===== config.mk =====
export PLATFORM = sky130hd
export DESIGN_NAME = booth_accumulator
export DESIGN_NICKNAME = d
export VERILOG_FILES = /design/src/rtl/booth_pkg.sv /design/src/rtl/booth_sat_add.sv /design/src/rtl/booth_accumulator.sv
export SDC_FILE = /design/constraint.sdc
export NUM_CORES = 1
export LEC_CHECK = 0
export ABC_AREA = 0
export CAP_MARGIN = 30
export CORE_AREA = 2 2 104 106
export DETAILED_ROUTE_END_ITERATION = 8
export DIE_AREA = 0 0 106 108
export PLACE_DENSITY = 0.63
export SLEW_MARGIN = 20
export SYNTH_ARGS = -nofsm -noshare
export SYNTH_HDL_FRONTEND = slang
export SYNTH_SLANG_ARGS = --single-unit

===== constraint.sdc =====
create_clock -name CLK -period 5.7 [get_ports CLK]
set_clock_uncertainty 0.15 [all_clocks]
set_input_delay 1.71 -clock CLK [delete_from_list [all_inputs] [get_ports CLK]]
set_output_delay 1.71 -clock CLK [all_outputs]
set_load 0.02 [all_outputs]

===== src/rtl/booth_pkg.sv =====
// Shared definitions for the Booth multiplier accumulator back end.
// Holds the default widths, the accumulator state encoding and a helper
// that sizes the product counter from the vector length.
package booth_pkg;

    localparam int unsigned PROD_W_DEF  = 16;
    localparam int unsigned ACC_W_DEF   = 24;
    localparam int unsigned VEC_LEN_DEF = 8;

    typedef enum logic {
        ACCUM = 1'b0,
        HOLD  = 1'b1
    } state_t;

    // Counter width able to hold 0..vec_len
    function automatic int unsigned cnt_w(input int unsigned vec_len);
        return $clog2(vec_len + 1);
    endfunction

endpackage


===== src/rtl/booth_sat_add.sv =====
// Saturating signed adder: sign-extends a product and adds it to the
// running sum, clamping to the ACC_W two's-complement range.
// Ports:
//   acc    - current ACC_W signed sum
//   prod   - PROD_W signed product
//   sum_c  - clamped ACC_W result (combinational)
//   ovf_c  - high when the result was clamped (combinational)
module booth_sat_add #(
    parameter int unsigned PROD_W = 16,
    parameter int unsigned ACC_W  = 24
) (
    input  logic [ACC_W-1:0]  acc,
    input  logic [PROD_W-1:0] prod,
    output logic [ACC_W-1:0]  sum_c,
    output logic              ovf_c
);

    localparam logic [ACC_W-1:0] SAT_MAX = {1'b0, {(ACC_W-1){1'b1}}};
    localparam logic [ACC_W-1:0] SAT_MIN = {1'b1, {(ACC_W-1){1'b0}}};

    logic [ACC_W-1:0] prod_ext;
    logic [ACC_W-1:0] raw;
    logic             pos_ovf;
    logic             neg_ovf;

    // Overflow only when both operands share a sign the raw result lacks
    always_comb begin
        prod_ext = ACC_W'($signed(prod));
        raw      = acc + prod_ext;
        pos_ovf  = !acc[ACC_W-1] && !prod_ext[ACC_W-1] &&  raw[ACC_W-1];
        neg_ovf  =  acc[ACC_W-1] &&  prod_ext[ACC_W-1] && !raw[ACC_W-1];
        ovf_c    = pos_ovf || neg_ovf;
        if (pos_ovf) begin
            sum_c = SAT_MAX;
        end else if (neg_ovf) begin
            sum_c = SAT_MIN;
        end else begin
            sum_c = raw;
        end
    end

endmodule


===== src/rtl/booth_accumulator.sv =====
// Accumulates VEC_LEN signed products into a saturating ACC_W sum and
// presents the completed sum on a valid/ready output with a sticky
// overflow flag.
// Ports:
//   CLK, RST    - clock, synchronous active-high reset
//   clear       - synchronous abort of the current vector
//   prod_valid  - product input valid
//   prod_data   - PROD_W signed product
//   prod_ready  - block accepts a product this cycle (ACCUM state)
//   acc_valid   - acc_data/acc_ovf hold a completed sum (HOLD state)
//   acc_ready   - consumer accepts the sum
//   acc_data    - ACC_W signed vector sum
//   acc_ovf     - saturation occurred somewhere in the vector
module booth_accumulator
    import booth_pkg::*;
#(
    parameter int unsigned PROD_W  = PROD_W_DEF,
    parameter int unsigned ACC_W   = ACC_W_DEF,
    parameter int unsigned VEC_LEN = VEC_LEN_DEF
) (
    input  logic              CLK,
    input  logic              RST,
    input  logic              clear,
    input  logic              prod_valid,
    input  logic [PROD_W-1:0] prod_data,
    output logic              prod_ready,
    output logic              acc_valid,
    input  logic              acc_ready,
    output logic [ACC_W-1:0]  acc_data,
    output logic              acc_ovf
);

    localparam int unsigned     CNT_W = cnt_w(VEC_LEN);
    localparam logic [CNT_W-1:0] LAST = CNT_W'(VEC_LEN - 1);

    state_t           state, state_n;
    logic [ACC_W-1:0] sum, sum_n;
    logic             sticky, sticky_n;
    logic [CNT_W-1:0] count, count_n;
    logic [ACC_W-1:0] acc_data_n;
    logic             acc_ovf_n;

    logic [ACC_W-1:0] add_sum;
    logic             add_ovf;
    logic             accept;
    logic             deliver;

    booth_sat_add #(
        .PROD_W (PROD_W),
        .ACC_W  (ACC_W)
    ) u_sat_add (
        .acc   (sum),
        .prod  (prod_data),
        .sum_c (add_sum),
        .ovf_c (add_ovf)
    );

    // Handshake qualifiers are decoded from the registered state only
    assign prod_ready = (state == ACCUM);
    assign acc_valid  = (state == HOLD);
    assign accept     = prod_valid && prod_ready;
    assign deliver    = acc_valid && acc_ready;

    // Next-state and datapath update; clear overrides any handshake
    always_comb begin
        state_n    = state;
        sum_n      = sum;
        sticky_n   = sticky;
        count_n    = count;
        acc_data_n = acc_data;
        acc_ovf_n  = acc_ovf;

        if (clear) begin
            state_n  = ACCUM;
            sum_n    = '0;
            sticky_n = 1'b0;
            count_n  = '0;
        end else begin
            case (state)
                ACCUM: begin
                    if (accept) begin
                        sum_n    = add_sum;
                        sticky_n = sticky || add_ovf;
                        if (count == LAST) begin
                            acc_data_n = add_sum;
                            acc_ovf_n  = sticky || add_ovf;
                            state_n    = HOLD;
                            count_n    = '0;
                        end else begin
                            count_n = count + 1'b1;
                        end
                    end
                end
                HOLD: begin
                    // Result consumed: start a fresh vector next cycle
                    if (deliver) begin
                        state_n  = ACCUM;
                        sum_n    = '0;
                        sticky_n = 1'b0;
                    end
                end
                default: begin
                    state_n = ACCUM;
                end
            endcase
        end
    end

    // State and output registers
    always_ff @(posedge CLK) begin
        if (RST) begin
            state    <= ACCUM;
            sum      <= '0;
            sticky   <= 1'b0;
            count    <= '0;
            acc_data <= '0;
            acc_ovf  <= 1'b0;
        end else begin
            state    <= state_n;
            sum      <= sum_n;
            sticky   <= sticky_n;
            count    <= count_n;
            acc_data <= acc_data_n;
            acc_ovf  <= acc_ovf_n;
        end
    end

endmodule


==> impl.org, run 1 <==
** Yosys
- Synth area leader :: sky130_fd_sc_hd__dfxtp_1
- Fraction of post-synthesis cell area in the top cell type by area :: 0.309
- Share of synthesized area occupied by flip-flops and latches :: 0.309
- Primary FF master, synth :: sky130_fd_sc_hd__dfxtp_1
- The synthesized design contains 55 register bits.
- Each instance of the synthesized netlist takes up on average 8.00 um2.
- Counting flops with a built-in enable in the synthesized netlist gives 0.
- Counting flops with an async set or reset pin after synthesis yields a share of 0.
- Counting every instance in the synthesized netlist gives 445.
- Synthesis instantiated 56 different standard cells from the library.
- The number of nets handed over by synthesis was 493.
- Syn Std Cell Area :: 3560 um2
- Ranked by total cell area, the synthesized netlist is headed by sky130_fd_sc_hd__dfxtp_1 31%, sky130_fd_sc_hd__ha_1 9.1%, sky130_fd_sc_hd__a21oi_1 8.2%, sky130_fd_sc_hd__nand2_1 6.3%, sky130_fd_sc_hd__o21ai_0 3.9%.
- Yosys printed 0 warnings.

** Detailed routing
- In this run, the number of DRC markers left after iteration 0 of detailed routing was 216.
- Using the TritonRoute via totals, the vias-per-cell ratio works out to 5.49.
- Routed Antenna Nets :: 0
- In the final routed layout, each cell accounts on average for 15.9 um.
- After detailed routing, the total wire length is 9.78 mm.
- The first detailed-routing pass took 4 iterations.
- For this run, design rule violations remaining after detail routing come to 0.
- Summing over every cut layer, the via total after detailed routing is 3386.

** Clocking
- Master cell of the clock root buffer :: sky130_fd_sc_hd__clkbuf_8
- For this design, the CTS-stage hold fixing added 0 buffers.
- For this design, the sink count on the clock tree is 55.
- In this run the post-CTS setup repair buffer count came out at 0.
- Total CTS buffers :: 5
- After clock tree synthesis, the clock-pin slew on the worst setup and hold paths is 0.11 ns.
- The clock reaches the later pin of the worst-skew pair after 0.32 ns.
- Maximum number of buffers from clock root to sink :: 2
- The H-tree generated during clock tree synthesis spans 2 levels.
- TritonCTS built the clock tree.
- Post-CTS repair changed the size of 0 cells.

** Floorplanning
- Die H :: 108 um
- Initial core utilization :: 0.348
- After floorplanning, the core was divided into 37 placement rows.
- The floorplan step defined a die boundary enclosing 11400 um2.
- For this design the top-level I/O count stands at 48.
- The region available for standard cell placement spans 10200 um2.
- From left edge to right edge, the die measures 106 um.

** Global routing
- Via count of the first global-routing pass :: 3310
- GR Util All Layers :: 0.174
- The number of antenna violations at the first check in global routing came to 0.
- After global routing the overflow that remains totals 0.
- The first global-routing pass estimated 16.0 mm of wire.
- Entering global routing, the biggest net connects 30 pins.

** Placed design
- Post-detail-place hpwl :: 7.45 mm
- At the end of routability-driven placement, the weighted congestion stood at 0.880.
- Pre-CTS setup slack :: 0.470 ns
- Port buffer count :: 47

** STA
- After routing, the total negative slack on setup checks comes to 0 ns.
- Transition time of the tightest slew-check pin :: 0.645 ns
- Number of pins exceeding their max-slew limit in the final report :: 0
- Final Critical Period :: 4.95 ns
- Timing would allow up to 202 MHz.
- Setup violations remaining at the end of the flow were counted as 0.
- Measured against its own limit, the worst slew margin works out to 0.564.
- Setup repair after global routing missed its margin :: false
- Hold Fails Final Rpt :: 0
- After layout, the worst setup slack is 0.746 ns.
- Final period util :: 0.869

** Setup path
- Reg-to-reg endpoint :: acc_data[17]
- The kind of cell with the highest combined delay along the critical path is compound AO/OA/AOI/OAI gates.
- The startpoint identified for the worst register-to-register timing path is sum[13].
- Stages on the worst setup path :: 11
- Crit-path cells :: clkdlybuf4s50_1, ha_1, a21oi_1, o21ai_0, a31oi_1, o21ai_1, nor3_1, and3b_1, buf_12, nor2_2, a211oi_1
- The worst register-to-register path has a depth of 10.
- Worst path max stage delay :: 0.64 ns
- Critical path destination :: acc_data[17]
- Category of the worst setup path launch point :: input port
- Arrival @ worst endpoint :: 5.02 ns
- Critical path type :: in -> reg
- Setup slack on the worst reg-to-reg path comes out at 2.40 ns.
- Crit path buffers/inverters :: 2
- Largest fanout of any net on the critical path :: 29
- The worst setup path is captured at a flop.
- In this run the worst setup path begins at prod_data[15].
- The slowest stage of the critical path is the sky130_fd_sc_hd__clkdlybuf4s50_1 cell.
- For the worst setup path, the data required time is 5.77 ns.

** Status
- The run finished with clean final reports.

** Finish
- Number of fill cells :: 1046
- The repair_antennas step left the layout with diodes totalling 0.
- Area added between synthesis and finish :: 19.3%
- In the final layout, the share of cells above drive strength 1 is 0.0832.
- For this run, the post-layout net count is 528.

** Power and ir drop
- Peak VDD IR :: 107 uV
- Leakage power :: 1.58 nW
- For this design the ratio of total power to cell area is 210 nW/um2.

** Job
- Max-cap violations in this run came to 0.

** Hold path
- Kind of path behind the tightest hold check :: reg -> reg
-- logic make-up after synthesis --
kind of cell | Yosys count | synth area share
AO/OA/AOI/OAI | 164 | 0.301
XOR/XNOR | 20 | 0.0492
adder cells (fa/ha/maj) | 27 | 0.0970
buffers and inverters | 35 | 0.0506
flip-flops | 55 | 0.309
AND/OR/NAND/NOR | 144 | 0.193
-- worst min-delay path by stage --
stage               depth (start not counted)         from     endpoint
floorplan                                   2       sum[0]       sum[0]
global placement                            2      sum[10]      sum[10]
detailed placement                          2  acc_data[0]  acc_data[0]
CTS                                         2  acc_data[0]  acc_data[0]
global route                                2       sum[8]       sum[8]
finish                                      2  acc_data[0]  acc_data[0]
-- report_power, final --
part | leakage [nW] | switching [W] | total, W | internal (W)
Sequential | 0.446 | 0.00000726 | 0.000401 | 0.000394
Clock | 0.0558 | 0.000137 | 0.000270 | 0.000133
Combinational | 1.08 | 0.000133 | 0.000221 | 0.0000875
Total | 1.58 | 0.000278 | 0.000893 | 0.000615
-- layer usage --
metal | wire, um | global-route usage | vias to the layer above
met3 | 428 | 0.0289 | 11
met2 | 4540 | 0.287 | 90
li1 | - | - | 1696
met5 | 0 | 0 | -
met4 | 150 | 0.0555 | 0
met1 | 4660 | 0.232 | 1589
-- per-stage QoR --
| stage | power [W] | hold WS, ns | cells | utilization | instance area, um2 |
|---|---|---|---|---|---|
| after floorplan | 0.000567 | 0.279 | 445 | - | 3560 |
| after global placement | 0.000626 | 0.291 | 608 | 0.403 | 4130 |
| after detailed placement | 0.000627 | 0.298 | 609 | 0.404 | 4140 |
| after CTS | 0.000894 | 0.312 | 617 | 0.415 | 4250 |
| after global routing | 0.000933 | 0.333 | 617 | 0.415 | 4250 |
| final | 0.000893 | 0.309 | 617 | 0.415 | 4250 |
-- worst min-delay path: stages (launching register included) --
cell and delay [ns]:
sky130_fd_sc_hd__dfxtp_1 0.32, sky130_fd_sc_hd__nand2_1 0.05, sky130_fd_sc_hd__a21oi_1 0.05
-- registers in the layout, summed over array words and instances (netlist names) --
| register | count |
|---|---|
| acc_valid | 1 |
| sum | 24 |
| acc_ovf | 1 |
| count | 4 |
| sticky | 1 |
| acc_data | 24 |
-- synth_stat cells (3+ instances only) --
master	count
sky130_fd_sc_hd__nand4_1	5
sky130_fd_sc_hd__o31ai_1	5
sky130_fd_sc_hd__nor4_1	3
sky130_fd_sc_hd__a211oi_2	9
sky130_fd_sc_hd__nor3_1	12
sky130_fd_sc_hd__buf_2	6
sky130_fd_sc_hd__a31oi_1	4
sky130_fd_sc_hd__o21ai_0	28
sky130_fd_sc_hd__nor2b_1	4
sky130_fd_sc_hd__o21ai_1	8
sky130_fd_sc_hd__xor2_1	9
sky130_fd_sc_hd__clkbuf_1	15
sky130_fd_sc_hd__ha_1	26
sky130_fd_sc_hd__nor2_1	33
sky130_fd_sc_hd__inv_1	6
sky130_fd_sc_hd__buf_4	6
sky130_fd_sc_hd__o211ai_1	7
sky130_fd_sc_hd__a211oi_1	15
sky130_fd_sc_hd__a21oi_2	5
sky130_fd_sc_hd__nand3_1	6
sky130_fd_sc_hd__nand2_1	60
sky130_fd_sc_hd__or3_1	3
sky130_fd_sc_hd__or2_0	3
sky130_fd_sc_hd__a21oi_1	58
sky130_fd_sc_hd__xnor2_1	11
sky130_fd_sc_hd__dfxtp_1	55
sky130_fd_sc_hd__a21o_1	8
-- cell usage in the layout (no fill, tap or decap), types with 11 or more instances in the layout --
master,instances
sky130_fd_sc_hd__nor2_1,33
sky130_fd_sc_hd__a211oi_1,15
sky130_fd_sc_hd__ha_1,26
sky130_fd_sc_hd__xnor2_1,11
sky130_fd_sc_hd__clkdlybuf4s50_1,47
sky130_fd_sc_hd__dfxtp_1,55
sky130_fd_sc_hd__nand2_1,60
sky130_fd_sc_hd__nor3_1,11
sky130_fd_sc_hd__o21ai_0,28
sky130_fd_sc_hd__a21oi_1,58
-- area by class of cell --
type | count | area, um2 | share of cell area
well taps | 136 | 170 | 0.0401
clock inverters | 2 | 38.8 | 0.00913
multi-input cells | 355 | 2280 | 0.538
flip-flops and latches | 55 | 1100 | 0.259
repair buffers | 57 | 558 | 0.131
inverters | 6 | 22.5 | 0.00530
clock buffers | 6 | 72.6 | 0.0171
Note: power is estimated with default switching activity, not from simulation.
==> run 2: changes to the inputs <==
- TNS_END_PERCENT: not set -> 5
==> results of run 2 <==
Final layout, timing and power as in run 1 (identical DEF).
